**src/rtl/fixed_to_float_stream.sv**
```systemverilog
// Three-stage fixed-point to float converter with valid/ready flow control.
// S1 sign/magnitude, S2 normalise, S3 round-to-nearest-even and pack with status flags.
module fixed_to_float_stream #(
  parameter int FIXED_WIDTH = 16,
  parameter int FRAC_BITS   = 0,
  parameter int EXP_WIDTH   = 8,
  parameter int MANT_WIDTH  = 23
) (
  input  logic                           clk,
  input  logic                           rst,
  input  logic [FIXED_WIDTH-1:0]         in_data,
  input  logic                           in_signed,
  input  logic                           in_valid,
  output logic                           in_ready,
  output logic [EXP_WIDTH+MANT_WIDTH:0]  out_data,
  output logic                           out_inexact,
  output logic                           out_overflow,
  output logic                           out_underflow,
  output logic                           out_valid,
  input  logic                           out_ready
);

  localparam int PW   = (FIXED_WIDTH > 1) ? $clog2(FIXED_WIDTH) : 1;
  localparam int EW   = $clog2(FIXED_WIDTH) + 2;
  localparam int BW   = EW + EXP_WIDTH + 2;
  localparam int XW   = FIXED_WIDTH + MANT_WIDTH + 1;
  localparam int OW   = 1 + EXP_WIDTH + MANT_WIDTH;
  localparam int MW1  = MANT_WIDTH + 1;
  localparam int BIAS = 2**(EXP_WIDTH-1) - 1;
  localparam logic [BW-1:0] BIAS_V = BW'(BIAS);
  localparam logic [BW-1:0] MAXE_V = BW'(2**EXP_WIDTH - 1);

  logic w_stall;

  // S1 registers
  logic                   r_s1_valid;
  logic                   r_s1_sign;
  logic [FIXED_WIDTH-1:0] r_s1_mag;
  // S2 registers
  logic                   r_s2_valid;
  logic                   r_s2_sign;
  logic                   r_s2_zero;
  logic [FIXED_WIDTH-1:0] r_s2_norm;
  logic [EW-1:0]          r_s2_exp;
  // S3 (output) registers
  logic                   r_out_valid;
  logic [OW-1:0]          r_out_data;
  logic                   r_out_inexact;
  logic                   r_out_overflow;
  logic                   r_out_underflow;

  assign w_stall  = r_out_valid & ~out_ready;
  assign in_ready = ~w_stall;

  // ---------------- S1: sign / magnitude ----------------
  logic                   w_s1_sign;
  logic [FIXED_WIDTH-1:0] w_s1_mag;

  assign w_s1_sign = in_signed & in_data[FIXED_WIDTH-1];
  assign w_s1_mag  = w_s1_sign ? (~in_data + FIXED_WIDTH'(1)) : in_data;

  always_ff @(posedge clk) begin
    if (rst) begin
      r_s1_valid <= 1'b0;
      r_s1_sign  <= 1'b0;
      r_s1_mag   <= '0;
    end else if (!w_stall) begin
      r_s1_valid <= in_valid;
      r_s1_sign  <= w_s1_sign;
      r_s1_mag   <= w_s1_mag;
    end
  end

  // ---------------- S2: normalise ----------------
  logic [PW-1:0]          w_p;
  logic [PW-1:0]          w_shamt;
  logic [FIXED_WIDTH-1:0] w_norm;
  logic [EW-1:0]          w_exp;

  always_comb begin
    w_p = '0;
    for (int i = 0; i < FIXED_WIDTH; i++) begin
      if (r_s1_mag[i]) w_p = PW'(i);
    end
  end

  assign w_shamt = PW'(FIXED_WIDTH-1) - w_p;
  assign w_norm  = r_s1_mag << w_shamt;
  assign w_exp   = EW'(w_p) - EW'(FRAC_BITS);

  always_ff @(posedge clk) begin
    if (rst) begin
      r_s2_valid <= 1'b0;
      r_s2_sign  <= 1'b0;
      r_s2_zero  <= 1'b0;
      r_s2_norm  <= '0;
      r_s2_exp   <= '0;
    end else if (!w_stall) begin
      r_s2_valid <= r_s1_valid;
      r_s2_sign  <= r_s1_sign;
      r_s2_zero  <= ~|r_s1_mag;
      r_s2_norm  <= w_norm;
      r_s2_exp   <= w_exp;
    end
  end

  // ---------------- S3: round / pack ----------------
  // Bits below the leading one, zero-padded so guard and sticky always exist.
  logic [XW-1:0]         w_ext;
  logic [MANT_WIDTH-1:0] w_kept;
  logic                  w_guard;
  logic                  w_sticky;
  logic                  w_round;
  logic [MANT_WIDTH:0]   w_mant_sum;
  logic                  w_carry;
  logic [BW-1:0]         w_biased;
  logic                  w_unf;
  logic                  w_ovf;
  logic [OW-1:0]         w_res;
  logic                  w_res_inexact;
  logic                  w_res_overflow;
  logic                  w_res_underflow;

  assign w_ext      = {r_s2_norm[FIXED_WIDTH-2:0], {(MANT_WIDTH+2){1'b0}}};
  assign w_kept     = w_ext[XW-1 -: MANT_WIDTH];
  assign w_guard    = w_ext[XW-1-MANT_WIDTH];
  assign w_sticky   = |w_ext[XW-2-MANT_WIDTH:0];
  assign w_round    = w_guard & (w_sticky | w_kept[0]);
  assign w_mant_sum = {1'b0, w_kept} + MW1'(w_round);
  assign w_carry    = w_mant_sum[MANT_WIDTH];
  assign w_biased   = {{(BW-EW){r_s2_exp[EW-1]}}, r_s2_exp} + BIAS_V + BW'(w_carry);
  assign w_unf      = w_biased[BW-1] | (w_biased == '0);
  assign w_ovf      = ~w_biased[BW-1] & (w_biased >= MAXE_V);

  always_comb begin
    w_res           = {r_s2_sign, w_biased[EXP_WIDTH-1:0], w_mant_sum[MANT_WIDTH-1:0]};
    w_res_inexact   = w_guard | w_sticky;
    w_res_overflow  = 1'b0;
    w_res_underflow = 1'b0;
    if (r_s2_zero) begin
      w_res         = '0;
      w_res_inexact = 1'b0;
    end else if (w_ovf) begin
      w_res          = {r_s2_sign, {EXP_WIDTH{1'b1}}, {MANT_WIDTH{1'b0}}};
      w_res_inexact  = 1'b1;
      w_res_overflow = 1'b1;
    end else if (w_unf) begin
      w_res           = {r_s2_sign, {(EXP_WIDTH+MANT_WIDTH){1'b0}}};
      w_res_inexact   = 1'b1;
      w_res_underflow = 1'b1;
    end
  end

  always_ff @(posedge clk) begin
    if (rst) begin
      r_out_valid     <= 1'b0;
      r_out_data      <= '0;
      r_out_inexact   <= 1'b0;
      r_out_overflow  <= 1'b0;
      r_out_underflow <= 1'b0;
    end else if (!w_stall) begin
      r_out_valid     <= r_s2_valid;
      r_out_data      <= w_res;
      r_out_inexact   <= w_res_inexact;
      r_out_overflow  <= w_res_overflow;
      r_out_underflow <= w_res_underflow;
    end
  end

  assign out_valid     = r_out_valid;
  assign out_data      = r_out_data;
  assign out_inexact   = r_out_inexact;
  assign out_overflow  = r_out_overflow;
  assign out_underflow = r_out_underflow;

endmodule

```
**config.mk**
```make
export PLATFORM = sky130hd
export DESIGN_NAME = fixed_to_float_stream
export DESIGN_NICKNAME = d
export VERILOG_FILES = /design/src/rtl/fixed_to_float_stream.sv
export SDC_FILE = /design/constraint.sdc
export NUM_CORES = 1
export LEC_CHECK = 0
export CAP_MARGIN = 20
export CORE_ASPECT_RATIO = 1.75
export CORE_UTILIZATION = 45
export CTS_CLUSTER_DIAMETER = 50
export DETAILED_ROUTE_END_ITERATION = 6
export GPL_ROUTABILITY_DRIVEN = 0
export GPL_TIMING_DRIVEN = 0
export MAX_ROUTING_LAYER = met4
export PLACE_DENSITY = 0.69
export SETUP_SLACK_MARGIN = 0.1
export SLEW_MARGIN = 0
export SYNTH_ARGS = -nofsm -noshare
export SYNTH_HDL_FRONTEND = slang
export SYNTH_SLANG_ARGS = --single-unit
```
**constraint.sdc**
```tcl
create_clock -name clk -period 5.2 [get_ports clk]
set_input_delay 1.56 -clock clk [delete_from_list [all_inputs] [get_ports clk]]
set_output_delay 1.56 -clock clk [all_outputs]
set_load 0.01 [all_outputs]
```
==> impl_metrics.yaml, run 1 <==
hold_path:
  hold_depth: 2
  hp-class: "flip-flop to flip-flop"
logic_synthesis:
  synth_top_area_share: 0.390
  synth_cell_type_count: 54
  synth_top_family_by_area: "compound AO/OA/AOI/OAI gates"
  synth-edff-count: 0
  synth_area_leaders: "dfxtp_1 (39%), nor2_1 (8.3%), a22oi_1 (6.1%)"
  synth.most_common_cell: "nor2_1"
  synthAdderAreaFrac: 0.0182
  netlist_area_sq_um: 3440
  synth-compound-area-share: 0.252
  yosys.area_share.simple: 0.197
  yosysWarnings: 0
  synthCells: 428
  synth.largest_area_cell: "dfxtp_1"
  ys_top_cells_by_count: "nor2_1 (76), dfxtp_1 (67), nand2_1 (34), a21oi_1 (30), a22oi_1 (28)"
  async_flop_share: 0
  yosysSeqAreaShare: 0.390
  avgSynthCellArea_sq_um: 8.04
  synth_top_flop_cell: "dfxtp_1"
  muxShareOfSynthArea: 0.0433
  synthXorXnorAreaFrac: 0.0331
  ys_seq_elements: 67
grt:
  gr-total-overflow: 0
  grt_pass1_wl_microns: 14700
  grt_pass1_vias: 3223
  antenna_found_initial: 0
  grt_max_degree: 19
  track_usage: 0.248
die:
  rows: 41
  start_util: 0.472
  die_y_microns: 118
  io_pins: 58
  core_sq_um: 7280
  dieArea_sq_um: 8010
  die_w_microns: 68.1
timing:
  period_minus_slack_ps: 4830
  worstMarginPinSlew_ps: 921
  rsz0062_at_grt: "no"
  hold_ws_ps: 449
  skew_ps: 4.90
  timing_hold_violations_final: 0
  fin_tns_setup_ps: 0
  setup_ws_ps: 371
  period_share: 0.929
  max-slew-margin-rel: 0.380
  maxSlewViolCount: 0
  timing.fmax_mhz: 207
  setup_viol: 0
status:
  outcome: "completed"
clocking:
  cts_max_path_buffers: 2
  cts_tree: "built"
  cts_resized: 0
  cts_htree_levels: 3
  clk_latency_ps: 330
  clkTransAtPathRegs_ps: 50
  post_cts_buffers: 0
  root_buffer: "clkbuf_16"
  cts_hold_buf: 0
  cts_sinks: 67
  numCtsBuffers: 9
setup_path:
  critPathCaptureType: "output port"
  cp_slowest_stage_delay_ps: 550
  required_ps: 3640
  crit_cells: 5
  crit_type: "input port to output port"
  path_buf_inv: 4
  critPathSlowestCell: "clkdlybuf4s50_1"
  crit_path_start_kind: "input port"
  reg2reg_slack_ps: 2610
  crit_top_cell: "clkdlybuf4s50_1"
  rr_worst_depth: 8
  worstPathArrival_ps: 3270
  cp_top_family: "buffers and inverters"
  crit_chain: "clkdlybuf4s50_1, nor2b_1, clkbuf_1, inv_2, clkdlybuf4s50_1"
  crit_fanout: 18
flow_run:
  max-cap-violations: 0
place:
  dp_slack_ps: 104
  port_buffers: 49
  hpwl_microns: 6820
  dp.cells: 570
drt:
  routed_wl_microns: 8940
  dr.pass1.iters: 5
  ant_nets: 0
  viasPerCell: 5.75
  wl_per_cell_microns: 15.3
  drc: 0
  drtIter0Drc: 176
  vias: 3356
layout:
  final_nets: 520
  diodes: 0
  num-fill-cells: 698
  final_cells: 584
  syn_to_final_growth_pct: 25.6
  drive_above_1_share: 0.0743
pwr:
  power.density_nw_per_um2: 357
  power_mw: 1.54
  p_leak_nw: 1.70
  peakVddDrop_uv: 183
-- layout make-up --
cell class,count,area (sq um),share of cell area
plain buffers,36,180,0.0417
inverters,11,41.3,0.00955
well taps,86,108,0.0249
clock buffers,12,246,0.0570
clock inverters,3,15.0,0.00347
multi-input cells,320,1900,0.440
repair buffers,49,490,0.113
flip-flops and latches,67,1340,0.310
-- layer usage --
metal,share of wire,track usage
met3,0.038,0.0620
met2,0.53,0.415
met5,0,-
met4,0.047,0.150
met1,0.38,0.245
-- placed cells by master, fill, tap and decap left out, types with 5 or more instances in the layout --
master | Yosys | routed
nor4_1 | 6 | 6
nor3_1 | 12 | 12
nand2_1 | 34 | 34
a211oi_1 | 16 | 16
buf_4 | 11 | 11
nand3_1 | 5 | 5
or3_1 | 6 | 6
dfxtp_1 | 67 | 67
ha_1 | 5 | 5
conb_1 | 1 | 8
a32oi_1 | 5 | 5
clkbuf_1 | 21 | 22
a22oi_1 | 28 | 28
xor2_1 | 10 | 10
inv_1 | 9 | 9
mux2i_1 | 10 | 10
nor2_1 | 76 | 76
clkdlybuf4s50_1 | 0 | 49
o21ai_0 | 13 | 13
a21oi_1 | 30 | 30
clkbuf_16 | 0 | 9
-- kinds of logic (layout without fill, tap and decap cells) --
family,after synthesis,count (layout)
AND/OR/NAND/NOR,155,155
other,1,8
multiplexers,14,14
AO/OA/AOI/OAI,125,125
buffers and inverters,48,111
adder cells (fa/ha/maj),5,5
flip-flops,67,67
XOR/XNOR,13,13
-- power by group --
group / internal [mW] / switching, mW / total (mW) / leakage (nW)
logic: 0.175 / 0.216 / 0.391 / 1.02
registers: 0.569 / 0.0421 / 0.611 / 0.551
clock network: 0.330 / 0.210 / 0.540 / 0.132
total: 1.07 / 0.468 / 1.54 / 1.70
-- path summary, 6_finish.rpt --
kind,startpoint,endpoint
worst max-delay path,out_ready,in_ready
worst min register to register,out_data[31]$_SDFFE_PP0N_,out_data[31]$_SDFFE_PP0N_
worst min-delay path,out_data[31]$_SDFFE_PP0N_,out_data[31]$_SDFFE_PP0N_
worst max register to register,r_s2_exp[0]$_SDFFE_PP0N_,out_data[15]$_SDFFE_PP0N_
-- stage by stage --
stage / util / instance area [sq um]
floorplan: - / 3470
global placement: 0.558 / 4070
detailed placement: 0.558 / 4070
CTS: 0.593 / 4320
global route: 0.593 / 4320
finish: 0.593 / 4320
-- worst reg2reg max path, delay by kind of cell, from the launching register on --
kind | cells | cell delay, ps
and+or+nand+nor | 5 | 1290
buffers and inverters | 1 | 430
AOI/OAI and AO/OA | 1 | 140
adders and majority gates | 1 | 300
DFF | 1 | 370
-- flip-flops by register name (all words and copies together), names as in the netlist --
name and count:
out_data 23, out_inexact 1, out_overflow 1, out_underflow 1
out_valid 1, r_s1_mag 16, r_s1_sign 1, r_s1_valid 1
r_s2_exp 4, r_s2_norm 15, r_s2_sign 1, r_s2_valid 1
r_s2_zero 1
(Power assumes the default switching activity.)
==> inputs of run 2 (changes only) <==
- CELL_PAD_IN_SITES_DETAIL_PLACEMENT: default -> 2
- CELL_PAD_IN_SITES_GLOBAL_PLACEMENT: default -> 2
- CORE_UTILIZATION: 45 -> 33
- PLACE_DENSITY: 0.69 -> default
- PLACE_DENSITY_LB_ADDON: default -> 0.1
==> impl_metrics.yaml, run 2 (synthesized netlist as in run 1, its figures left out) <==
clocking:
  clk_latency_ps: 330
  cts_htree_levels: 3
  clkTransAtPathRegs_ps: 50
  cts_hold_buf: 0
  cts_tree: "built"
  cts_max_path_buffers: 2
  post_cts_buffers: 0
  cts_resized: 0
  root_buffer: "clkbuf_16"
  cts_sinks: 67
  numCtsBuffers: 9
pwr:
  p_leak_nw: 1.73
  power.density_nw_per_um2: 382
  peakVddDrop_uv: 169
timing:
  maxSlewViolCount: 0
  setup_viol: 0
  timing.fmax_mhz: 202
  max-slew-margin-rel: 0.334
  worstMarginPinSlew_ps: 989
  timing_hold_violations_final: 0
  rsz0062_at_grt: "no"
  fin_tns_setup_ps: 0
  skew_ps: 7.43
  setup_ws_ps: 256
  hold_ws_ps: 453
  period_minus_slack_ps: 4940
  period_share: 0.951
drt:
  viasPerCell: 5.46
  ant_nets: 0
  drtIter0Drc: 107
  dr.pass1.iters: 4
  routed_wl_microns: 11600
  drc: 0
  wl_per_cell_microns: 18.6
  vias: 3421
layout:
  layout_commonest_cell: "nor2_1"
  num-fill-cells: 1192
  final_nets: 520
  syn_to_final_growth_pct: 29.1
  mostFrequentLayoutCells: "nor2_1 (76), dfxtp_1 (67), clkdlybuf4s50_1 (49)"
  final_cell_area_sq_um: 4440
  diodes: 0
  largest_reg_flops: 23
  drive_above_1_share: 0.0782
  multi_input_area_sq_um: 1900
  ff_latch_area_sq_um: 1340
die:
  start_util: 0.338
  core_sq_um: 10200
  die_y_microns: 137
  die_w_microns: 79.2
  dieArea_sq_um: 10900
  io_pins: 58
  rows: 49
setup_path:
  timing.rr.end: "out_data[9]$_SDFFE_PP0N_"
  reg2reg_slack_ps: 2450
  rr_worst_depth: 8
  crit_type: "input port to output port"
  critPathCaptureType: "output port"
  r2r-start: "r_s2_exp[0]$_SDFFE_PP0N_"
  worstPathArrival_ps: 3380
  crit_path_start_kind: "input port"
  crit_fanout: 18
  required_ps: 3640
flow_run:
  max-cap-violations: 0
status:
  outcome: "completed"
place:
  dp_slack_ps: -54.3
  port_buffers: 49
  place_area_sq_um: 4120
  hpwl_microns: 9310
grt:
  antenna_found_initial: 0
  grt_max_degree: 19
  track_usage: 0.239
  gr-total-overflow: 0
  grt_pass1_vias: 3737
  grt_pass1_wl_microns: 19100
hold_path:
  hold_depth: 2
  hp-start: "out_data[31]$_SDFFE_PP0N_"
  hold_path_end: "out_data[31]$_SDFFE_PP0N_"
  hp-class: "flip-flop to flip-flop"
==> run 2: cell count changes in the layout (fill, tap and decap cells not counted) <==
cell / change
bufinv_16: +2
clkbuf_1: -1
clkbuf_8: +1
clkinv_2: -2
clkinvlp_4: +1
==> run 2: critical path, cell delays in order <==
cell and delay, ps:
clkdlybuf4s50_1 400, nor2b_1 140, clkbuf_1 430, inv_2 290
clkdlybuf4s50_1 550
==> run 2: per-stage QoR <==
step	utilization	cells	power (mW)
after global placement	0.404	611	1.02
final	0.436	626	1.70
after detailed placement	0.404	611	1.03
after global routing	0.436	626	1.77
after CTS	0.436	626	1.71
after floorplan	-	435	0.875
==> run 2: report_power, final <==
group	switching, mW	internal, mW
registers	0.0468	0.569
logic	0.235	0.175
clock network	0.227	0.445
total	0.508	1.19
==> run 2: layer usage <==
layer | track usage | vias up | wire (microns)
met5 | - | - | 0
met4 | 0.141 | 0 | 522
met2 | 0.461 | 73 | 6720
met1 | 0.215 | 1651 | 4110
met3 | 0.0340 | 33 | 284
li1 | - | 1664 | -
==> run 2: how the worst max path moves through the flow <==
stage | from | endpoint | slack [ps] | cells after the start
5_1_grt | out_ready | in_ready | 100 | 5
4_1_cts | out_ready | in_ready | 210 | 5
2_1_floorplan | out_ready | in_ready | 1410 | 4
6_report | out_ready | in_ready | 260 | 5
3_5_place_dp | out_ready | in_ready | -50 | 6
3_3_place_gp | out_ready | in_ready | -9 | 6
==> run 2: layout make-up <==
| type | instances | share of cell area |
|---|---|---|
| multi-input combinational | 320 | 0.428 |
| sequential | 67 | 0.302 |
| timing repair buffer | 49 | 0.110 |
| clock buffer | 12 | 0.0577 |
| buffer | 36 | 0.0406 |
| tap | 127 | 0.0358 |
| clock inverter | 4 | 0.0163 |
| inverter | 11 | 0.00930 |
